[src/rtl/key_pkg.sv]
// Shared definitions for the key gesture classifier: state codes, key polarity,
// event bundle and the cycles-per-millisecond helper.
package key_pkg;

    typedef logic [2:0] state_t;

    localparam state_t IDLE      = 3'd0;
    localparam state_t PRESS1    = 3'd1;
    localparam state_t WAIT2     = 3'd2;
    localparam state_t PRESS2    = 3'd3;
    localparam state_t LONG_HOLD = 3'd4;

    // Debounced key is active-low.
    localparam logic KEY_PRESSED = 1'b0;

    typedef struct packed {
        logic short_press;
        logic long_press;
        logic double_click;
    } key_evt_t;

    function automatic int unsigned cyc_per_ms(input int unsigned freq_mhz);
        return freq_mhz * 1000;
    endfunction

endpackage

[src/rtl/key_event_classifier_if.sv]
// Key level in, classified gesture pulses out.
interface key_event_classifier_if;

    logic key_db;
    logic key_pressed;
    logic short_press;
    logic long_press;
    logic double_click;

    modport master (
        output key_db,
        input  key_pressed, short_press, long_press, double_click
    );

    modport slave (
        input  key_db,
        output key_pressed, short_press, long_press, double_click
    );

endinterface

[src/rtl/ms_tick_gen.sv]
// Cycle prescaler producing a one-cycle ms_tick and a saturating ms counter;
// clr restarts both so a window is timed exactly from the clearing edge.
module ms_tick_gen #(
    parameter int unsigned CYC_PER_MS = 50000,
    parameter int unsigned MS_W       = 16
) (
    input  logic            clk,
    input  logic            rst_n,
    input  logic            clr,
    output logic            ms_tick,
    output logic [MS_W-1:0] ms_cnt
);

    localparam int unsigned CYC_W = (CYC_PER_MS > 1) ? $clog2(CYC_PER_MS) : 1;
    localparam logic [CYC_W-1:0] CYC_MAX = CYC_W'(CYC_PER_MS - 1);

    logic [CYC_W-1:0] cyc;

    assign ms_tick = (cyc == CYC_MAX);

    always_ff @(posedge clk or negedge rst_n) begin
        if (!rst_n) begin
            cyc    <= '0;
            ms_cnt <= '0;
        end else if (clr) begin
            cyc    <= '0;
            ms_cnt <= '0;
        end else begin
            cyc <= ms_tick ? '0 : cyc + 1'b1;
            if (ms_tick && (ms_cnt != '1))
                ms_cnt <= ms_cnt + 1'b1;
        end
    end

endmodule

[src/rtl/key_event_classifier.sv]
// Classifies debounced key gestures into short press, long press and double
// click, each reported as a registered one-cycle pulse.
module key_event_classifier
    import key_pkg::*;
#(
    parameter int unsigned FREQ      = 50,
    parameter int unsigned LONG_MS   = 1000,
    parameter int unsigned DCLICK_MS = 300,
    parameter int unsigned MS_W      = 16
) (
    input  logic                   clk,
    input  logic                   rst_n,
    key_event_classifier_if.slave  kif
);

    logic            key_d;
    state_t          state, state_nxt;
    key_evt_t        evt, evt_nxt;
    logic            ms_tick;
    logic [MS_W-1:0] ms_cnt;
    logic            press, rel, long_to, dc_to, clr;

    assign press   = (key_d != KEY_PRESSED) && (kif.key_db == KEY_PRESSED);
    assign rel     = (key_d == KEY_PRESSED) && (kif.key_db != KEY_PRESSED);
    assign long_to = ms_tick && (ms_cnt == MS_W'(LONG_MS - 1));
    assign dc_to   = ms_tick && (ms_cnt == MS_W'(DCLICK_MS - 1));
    assign clr     = (state_nxt != state);

    ms_tick_gen #(
        .CYC_PER_MS (cyc_per_ms(FREQ)),
        .MS_W       (MS_W)
    ) u_tick (
        .clk     (clk),
        .rst_n   (rst_n),
        .clr     (clr),
        .ms_tick (ms_tick),
        .ms_cnt  (ms_cnt)
    );

    // key_d resets released so a key held through reset counts as a new press.
    always_ff @(posedge clk or negedge rst_n) begin
        if (!rst_n) begin
            key_d <= 1'b1;
            state <= IDLE;
            evt   <= '0;
        end else begin
            key_d <= kif.key_db;
            state <= state_nxt;
            evt   <= evt_nxt;
        end
    end

    always_comb begin
        state_nxt = state;
        case (state)
            IDLE:      if (press) state_nxt = PRESS1;
            PRESS1:    if (long_to) state_nxt = LONG_HOLD;
                       else if (rel) state_nxt = WAIT2;
            WAIT2:     if (press) state_nxt = PRESS2;
                       else if (dc_to) state_nxt = IDLE;
            PRESS2:    if (rel) state_nxt = IDLE;
                       else if (long_to) state_nxt = LONG_HOLD;
            // Level test: a release hidden behind a coincident timeout still exits.
            LONG_HOLD: if (kif.key_db != KEY_PRESSED) state_nxt = IDLE;
            default:   state_nxt = IDLE;
        endcase
    end

    always_comb begin
        evt_nxt = '0;
        case (state)
            PRESS1:  evt_nxt.long_press   = long_to;
            WAIT2:   evt_nxt.short_press  = !press && dc_to;
            PRESS2:  evt_nxt.double_click = rel || long_to;
            default: evt_nxt = '0;
        endcase
    end

    assign kif.key_pressed  = (key_d == KEY_PRESSED);
    assign kif.short_press  = evt.short_press;
    assign kif.long_press   = evt.long_press;
    assign kif.double_click = evt.double_click;

endmodule

[src/flat_wrapper.sv]
// flat-port wrapper written by rule: the top's interface ports become plain ports
module key_event_classifier_flat import key_pkg::*;
#(
    parameter int unsigned FREQ      = 50,
    parameter int unsigned LONG_MS   = 1000,
    parameter int unsigned DCLICK_MS = 300,
    parameter int unsigned MS_W      = 16
)
  (clk, rst_n, kif_key_db, kif_key_pressed, kif_short_press, kif_long_press, kif_double_click);
  key_event_classifier_if kif_i ();
  input  logic clk;
  input  logic rst_n;
  input wire logic [$bits(kif_i.key_db)-1:0] kif_key_db;
  output wire logic [$bits(kif_i.key_pressed)-1:0] kif_key_pressed;
  output wire logic [$bits(kif_i.short_press)-1:0] kif_short_press;
  output wire logic [$bits(kif_i.long_press)-1:0] kif_long_press;
  output wire logic [$bits(kif_i.double_click)-1:0] kif_double_click;
  assign kif_i.key_db = kif_key_db;
  assign kif_key_pressed = kif_i.key_pressed;
  assign kif_short_press = kif_i.short_press;
  assign kif_long_press = kif_i.long_press;
  assign kif_double_click = kif_i.double_click;
  key_event_classifier #(.FREQ(FREQ), .LONG_MS(LONG_MS), .DCLICK_MS(DCLICK_MS), .MS_W(MS_W)) u_core (.clk(clk), .rst_n(rst_n), .kif(kif_i));
endmodule
[config.mk]
export PLATFORM = sky130hd
export DESIGN_NAME = key_event_classifier_flat
export DESIGN_NICKNAME = d
export VERILOG_FILES = /design/src/rtl/key_pkg.sv /design/src/rtl/key_event_classifier_if.sv /design/src/rtl/ms_tick_gen.sv /design/src/rtl/key_event_classifier.sv /design/src/flat_wrapper.sv
export SDC_FILE = /design/constraint.sdc
export NUM_CORES = 1
export LEC_CHECK = 0
export CAP_MARGIN = 10
export CORE_MARGIN = 10
export CORE_UTILIZATION = 62
export DETAILED_ROUTE_END_ITERATION = 16
export DONT_BUFFER_PORTS = 1
export PLACE_DENSITY = 0.78
export SYNTH_ARGS = -nofsm -noshare
export SYNTH_HDL_FRONTEND = slang
export SYNTH_SLANG_ARGS = --single-unit
[constraint.sdc]
create_clock -name clk -period 3 [get_ports clk]
set_clock_uncertainty 0.15 [all_clocks]
set_input_delay 0.6 -clock clk [delete_from_list [all_inputs] [get_ports clk]]
set_output_delay 0.6 -clock clk [all_outputs]
set_load 0.01 [all_outputs]
# Word level (Yosys, flattened, before mapping)

Cells that the tools add are included.

Multiplexer cells: 16
Bitwise logic cells: 2
Add/sub/neg operators: 2
Reductions and logical operators: 10
Equality and inequality tests: 9

Operator list:

| kind                                             | count |
|---|---|
| two-way mux 16 bit                               | 4 |
| adder 16 x 1 -> 16 bit (second input constant)   | 2 |
| two-way mux 3 bit                                | 8 |
| == test 16 x 10 -> 1 bit (second input constant) | 1 |
| == test 16 bit (second input constant)           | 1 |
| == test 16 x 9 -> 1 bit (second input constant)  | 1 |
| inequality test 16 bit (second input constant)   | 1 |
| case mux 3 bit (5 select lines)                  | 1 |
| == test 3 x 2 -> 1 bit (second input constant)   | 2 |
| logical AND 1 bit                                | 6 |
| == test 3 x 1 -> 1 bit (second input constant)   | 1 |
| == test 3 bit (second input constant)            | 1 |
| logical NOT 3 bit                                | 1 |
| two-way mux 1 bit                                | 3 |
| inequality test 3 bit                            | 1 |
| NOT 1 bit                                        | 2 |
| nonzero test 2 bit                               | 1 |
| logical NOT 1 bit                                | 1 |
| logical OR 1 bit                                 | 1 |

Flip-flop bits (word level): 39
Word-level logic and storage cells: 46

# Depth between registers and ports, before layout

Word-level depth: 7
Depth in mapped cells: 7
Mapped depth without buffers: 6

# By module

Synthesis repeated with hierarchy kept, for this count alone.

Cells, all modules: 214
Area total of the unflattened synthesis: 2090.8 um^2

By module, submodules not included:

| module               | seq. area each (um^2) | times used | cells an instance | area an instance (um^2) |
|---|---|---|---|---|
| ms_tick_gen          | 800.8                 | 1          | 169               | 1662.8 |
| key_event_classifier | 176.4                 | 1          | 45                | 427.9 |

# Least setup slack after synthesis

Ideal clock, no wire load.

Path type: register -> register
Start: reg u_core.u_tick.cyc[0]
End: reg u_core.u_tick.ms_cnt[0]
Data required time: 2716 ps
Path buffers: 0
Setup time: 134 ps
Stages on the path, launching flop included: 7
Arrival: 1828 ps
Path slack: 889 ps
Cell sequence: dfrtp_1 ha_1 and3_1 nand4_1 nand3b_2 a221oi_4 nor3_1

Cells in the longest elaborated chain, start to end: 7
Elaborated cells between the ends (all ways): 13
Those cells by class: eq/ne: 2; mux: 7; reduce/logical: 4

RTL lines:

| element                                                  | line                                                   | source |
|---|---|---|
| start, declared                                          | ms_tick_gen.sv:17                                      | `logic [CYC_W-1:0] cyc;` |
| start signal, assigned                                   | ms_tick_gen.sv:29                                      | `cyc <= ms_tick ? '0 : cyc + 1'b1;` |
| == test 16 bit (*)                                       | ms_tick_gen.sv:19                                      | `assign ms_tick = (cyc == CYC_MAX);` |
| logical AND 1 bit, on equally long branches              | key_event_classifier.sv:25, key_event_classifier.sv:26 |  |
| two-way mux 3 bit, on equally long branches              | key_event_classifier.sv:62, key_event_classifier.sv:60 |  |
| two-way mux 3 bit, on equally long branches              | key_event_classifier.sv:61, key_event_classifier.sv:59 |  |
| case mux 3 bit (5 select lines)                          | key_event_classifier.sv:55                             | `case (state)` |
| inequality test 3 bit                                    | key_event_classifier.sv:27                             | `assign clr = (state_nxt != state);` |
| two-way mux 16 bit or nonzero test 2 bit (tied branches) | n/a                                                    |  |
| end signal, assigned                                     | ms_tick_gen.sv:31                                      | `ms_cnt <= ms_cnt + 1'b1;` |
| end, declared                                            | ms_tick_gen.sv:11                                      | `output logic [MS_W-1:0] ms_cnt` |

Mark *: on every way between the ends. The rest lies on a longest branch, timed or not.
A chain may end at the register's enable or synchronous reset.

# Worst setup path in the final report

Start: reg u_core.u_tick.cyc[0]
End: reg u_core.u_tick.ms_cnt[1]

The elaborated chain is that of the path after synthesis.

==> impl_metrics.env <==
export IMPL_seq_area_frac_synth_pct=46.6
export IMPL_track_usage_pct=14.3
export IMPL_viasPerCell=6.12
export IMPL_dieArea_mm2=0.00611
export IMPL_yosysWarnings=0
export IMPL_avgSynthCellArea_um2=10.0
export IMPL_status="complete, no violations"
export IMPL_hold_viol=0
export IMPL_synthSimpleGateAreaFrac_pct=27.1
export IMPL_core_area_mm2=0.00331
export IMPL_min_period_ns=2.40
export IMPL_rsz0062_at_grt="false"
export IMPL_tightestPinTransition_ns=0.708
export IMPL_cts_resized=0
export IMPL_vias=1603
export IMPL_path_class="flop to flop"
export IMPL_tritoncts="yes"
export IMPL_num_rows=21
export IMPL_synth_top_family_by_area="simple AND/OR/NAND/NOR gates"
export IMPL_ant_nets=0
export IMPL_synth_compound_area_share_pct=10.1
export IMPL_io_pins=7
export IMPL_firstDrtPassIters=4
export IMPL_finalCritPeriodShare_pct=79.8
export IMPL_cp_data_required_time_ns=3.07
export IMPL_final_common_cell="dfrtp_1"
export IMPL_grt_pass1_vias=1617
export IMPL_tns_ns=0
export IMPL_setup_viol_count_final=0
export IMPL_grt_pass1_wl_um=7270
export IMPL_grt_overflow=0
export IMPL_synth_nets=214
export IMPL_fillCellCount=263
export IMPL_dr_wl_met2_um=2050
export IMPL_grt_max_degree=40
export IMPL_slew_limit_headroom_pct=52.5
export IMPL_hold_class="input pin to flop"
export IMPL_p_leak_nw=0.905
export IMPL_p_seq_share_pct=52.2
export IMPL_globalplace_congestion=0.864
export IMPL_synth_xor_area_share_pct=12.1
export IMPL_final_cell_mix="38 x dfrtp_1, 33 x nor2_1, 22 x xnor2_1"
export IMPL_synth_area_mm2=0.00210
export IMPL_die_x_um=78.2
export IMPL_cts_sinks=39
export IMPL_nets=220
export IMPL_dp_hpwl_um=2880
export IMPL_drc=0
export IMPL_postRouteWirelength_um=4070
export IMPL_wl_per_cell_um=15.5
export IMPL_synthMuxAreaShare_pct=0.477
export IMPL_wl_met3_um=180
export IMPL_met1_length_um=1770
export IMPL_synth_fa_ha_area_share_pct=1.19
export IMPL_power_density_mw_per_mm2=500
export IMPL_synth_distinct_cells=44
export IMPL_drt_iter0_drc=158
export IMPL_drive_above_1_share_pct=9.72
export IMPL_p_int_uw=814
export IMPL_critical_path_endpoint_type="flop"
export IMPL_p_comb_share_pct=15.2
export IMPL_cts_root_buf="clkbuf_4"
export IMPL_die_h_um=78.2
export IMPL_cts_buffers=5
export IMPL_io_buffers=0
export IMPL_top_layer="met4"
export IMPL_startpoint_type="flop"
export IMPL_antenna_found_initial=0
export IMPL_htreeDepth=2
export IMPL_p_sw_share_pct=27.9
export IMPL_clkLatencyLatePin_ns=0.35
export IMPL_critPathArrivalTime_ns=2.47
export IMPL_cts_buffer_depth=2
export IMPL_max_freq_mhz=417
export IMPL_maxSlewViolCount=0
export IMPL_syn_inst=209
export IMPL_power_switching_uw=316
export IMPL_clk_pin_slew_ns=0.12
export IMPL_ys_ff_latch=39
export IMPL_ir_worst_vdd_mv=0.450
export IMPL_max_cap_violations=0
export IMPL_clkPwrFrac_pct=32.6
export IMPL_finalPower_mw=1.13
export IMPL_crit_path_max_fanout=18
export IMPL_area_growth_pct=7.81
export IMPL_start_util_pct=63.4
export IMPL_insertedDiodeCount=0
## kinds of logic (layout without fill, tap and decap cells)
| family | after synthesis | after routing |
|---|---|---|
| muxes | 1 | 1 |
| xor gates and xnor gates | 29 | 29 |
| buffers and inverters | 12 | 19 |
| adders and majority gates | 2 | 2 |
| DFF | 39 | 39 |
| AOI/OAI and AO/OA | 23 | 23 |
| and+or+nand+nor | 103 | 103 |
## metrics by stage
stage	std cells	setup slack (ns)	utilization, %	hold WS, ns	area [µm²]
after detailed placement	252	0.627	64.8	0.156	2150
after global placement	252	0.696	64.8	0.156	2150
final	262	0.605	68.3	0.0765	2260
after floorplan	209	0.889	-	0.154	2100
after CTS	262	0.603	68.3	0.0760	2260
after global routing	262	0.434	68.3	0.0536	2260
## what timing repair did
action,4_1_cts,5_1_grt
hold buffers,2,0
hold endpoints to repair,39,0
buffers inserted,0,0
## synth_stat cells
| library cell | number | area (µm²) |
|---|---|---|
| nand3b_1 | 1 | 7.51 |
| a211oi_1 | 7 | 52.6 |
| a22o_1 | 1 | 8.76 |
| dfrtp_1 | 38 | 951 |
| nor4bb_1 | 2 | 20.0 |
| nand2_1 | 9 | 33.8 |
| nor4_4 | 1 | 21.3 |
| o32ai_1 | 1 | 8.76 |
| nand3_1 | 12 | 60.1 |
| nand4b_1 | 1 | 8.76 |
| o22a_1 | 2 | 17.5 |
| buf_4 | 1 | 7.51 |
| buf_2 | 2 | 10.0 |
| o21ai_0 | 1 | 5.00 |
| or3_1 | 1 | 6.26 |
| nand2b_1 | 2 | 12.5 |
| a2111oi_1 | 1 | 10.0 |
| nand4_1 | 8 | 50.1 |
| nor2_1 | 33 | 124 |
| o211ai_1 | 1 | 7.51 |
| mux2i_1 | 1 | 10.0 |
| nor4b_1 | 1 | 8.76 |
| a2111oi_2 | 1 | 15.0 |
| and4_1 | 1 | 8.76 |
| a31o_2 | 1 | 8.76 |
| a221oi_4 | 1 | 26.3 |
| xor2_1 | 7 | 61.3 |
| nor3_1 | 10 | 50.1 |
| nor4_1 | 5 | 31.3 |
| xnor2_1 | 22 | 193 |
| a21oi_1 | 2 | 10.0 |
| and3_1 | 8 | 50.1 |
| clkbuf_1 | 2 | 7.51 |
| ha_1 | 2 | 25.0 |
| and2_1 | 2 | 12.5 |
| or4_4 | 1 | 11.3 |
| nand3b_2 | 1 | 11.3 |
| nor4b_2 | 1 | 15.0 |
| inv_1 | 7 | 26.3 |
| a2111oi_0 | 3 | 26.3 |
| dfstp_2 | 1 | 26.3 |
| nor3b_2 | 1 | 12.5 |
| a21oi_4 | 1 | 16.3 |
| nor2b_1 | 2 | 12.5 |
## flip-flops by register name (all words and copies together) (netlist names)
name                     cells
u_core.state                 3
u_core.kif.double_click      1
u_core.kif.long_press        1
u_core.key_d                 1
u_core.u_tick.ms_cnt        16
u_core.u_tick.cyc           16
u_core.kif.short_press       1
## power groups by stage
stage	Sequential (mW)	Combinational [mW]	Clock (mW)
2_1_floorplan	0.591	0.129	0
3_3_place_gp	0.597	0.150	0
6_report	0.590	0.172	0.369
3_5_place_dp	0.600	0.159	0
5_1_grt	0.595	0.193	0.403
4_1_cts	0.590	0.174	0.374
## area by class of cell
type / instances / area, µm² / share of cell area [%]
multi-input combinational: 158 / 1070 / 47.3
sequential: 39 / 977 / 43.2
tap: 46 / 57.6 / 2.54
clock buffer: 6 / 51.3 / 2.27
timing repair buffer: 4 / 45.0 / 1.99
clock inverter: 2 / 35.0 / 1.55
inverter: 7 / 26.3 / 1.16
## critical path, stage by stage (launching register included)
cell      delay (ns)
dfrtp_1         0.40
ha_1            0.21
and3_1          0.25
nand4_1         0.11
buf_4           0.22
nand3b_2        0.33
a21oi_4         0.47
nor3_1          0.12
## per-layer routing
layer	GRT usage, %	vias up
met2	23.4	26
met3	3.87	10
met1	17.0	804
li1	-	763
met4	7.17	0
met5	0	-
## worst paths after layout
kind / start / endpoint / slack (ns) / depth (start not counted)
max: u_core.u_tick.cyc[0] / u_core.u_tick.ms_cnt[1] / 0.60 / 7
min: kif_key_db / u_core.key_d / 0.08 / 0
max reg2reg: u_core.u_tick.cyc[0] / u_core.u_tick.ms_cnt[1] / 0.60 / 7
min reg2reg: u_core.u_tick.cyc[0] / u_core.u_tick.cyc[0] / 0.33 / 1
max in group asynchronous: rst_n / u_core.key_d / 1.91 / 2
min in group asynchronous: rst_n / u_core.u_tick.cyc[10] / 0.54 / 2
(Power assumes the default switching activity.)
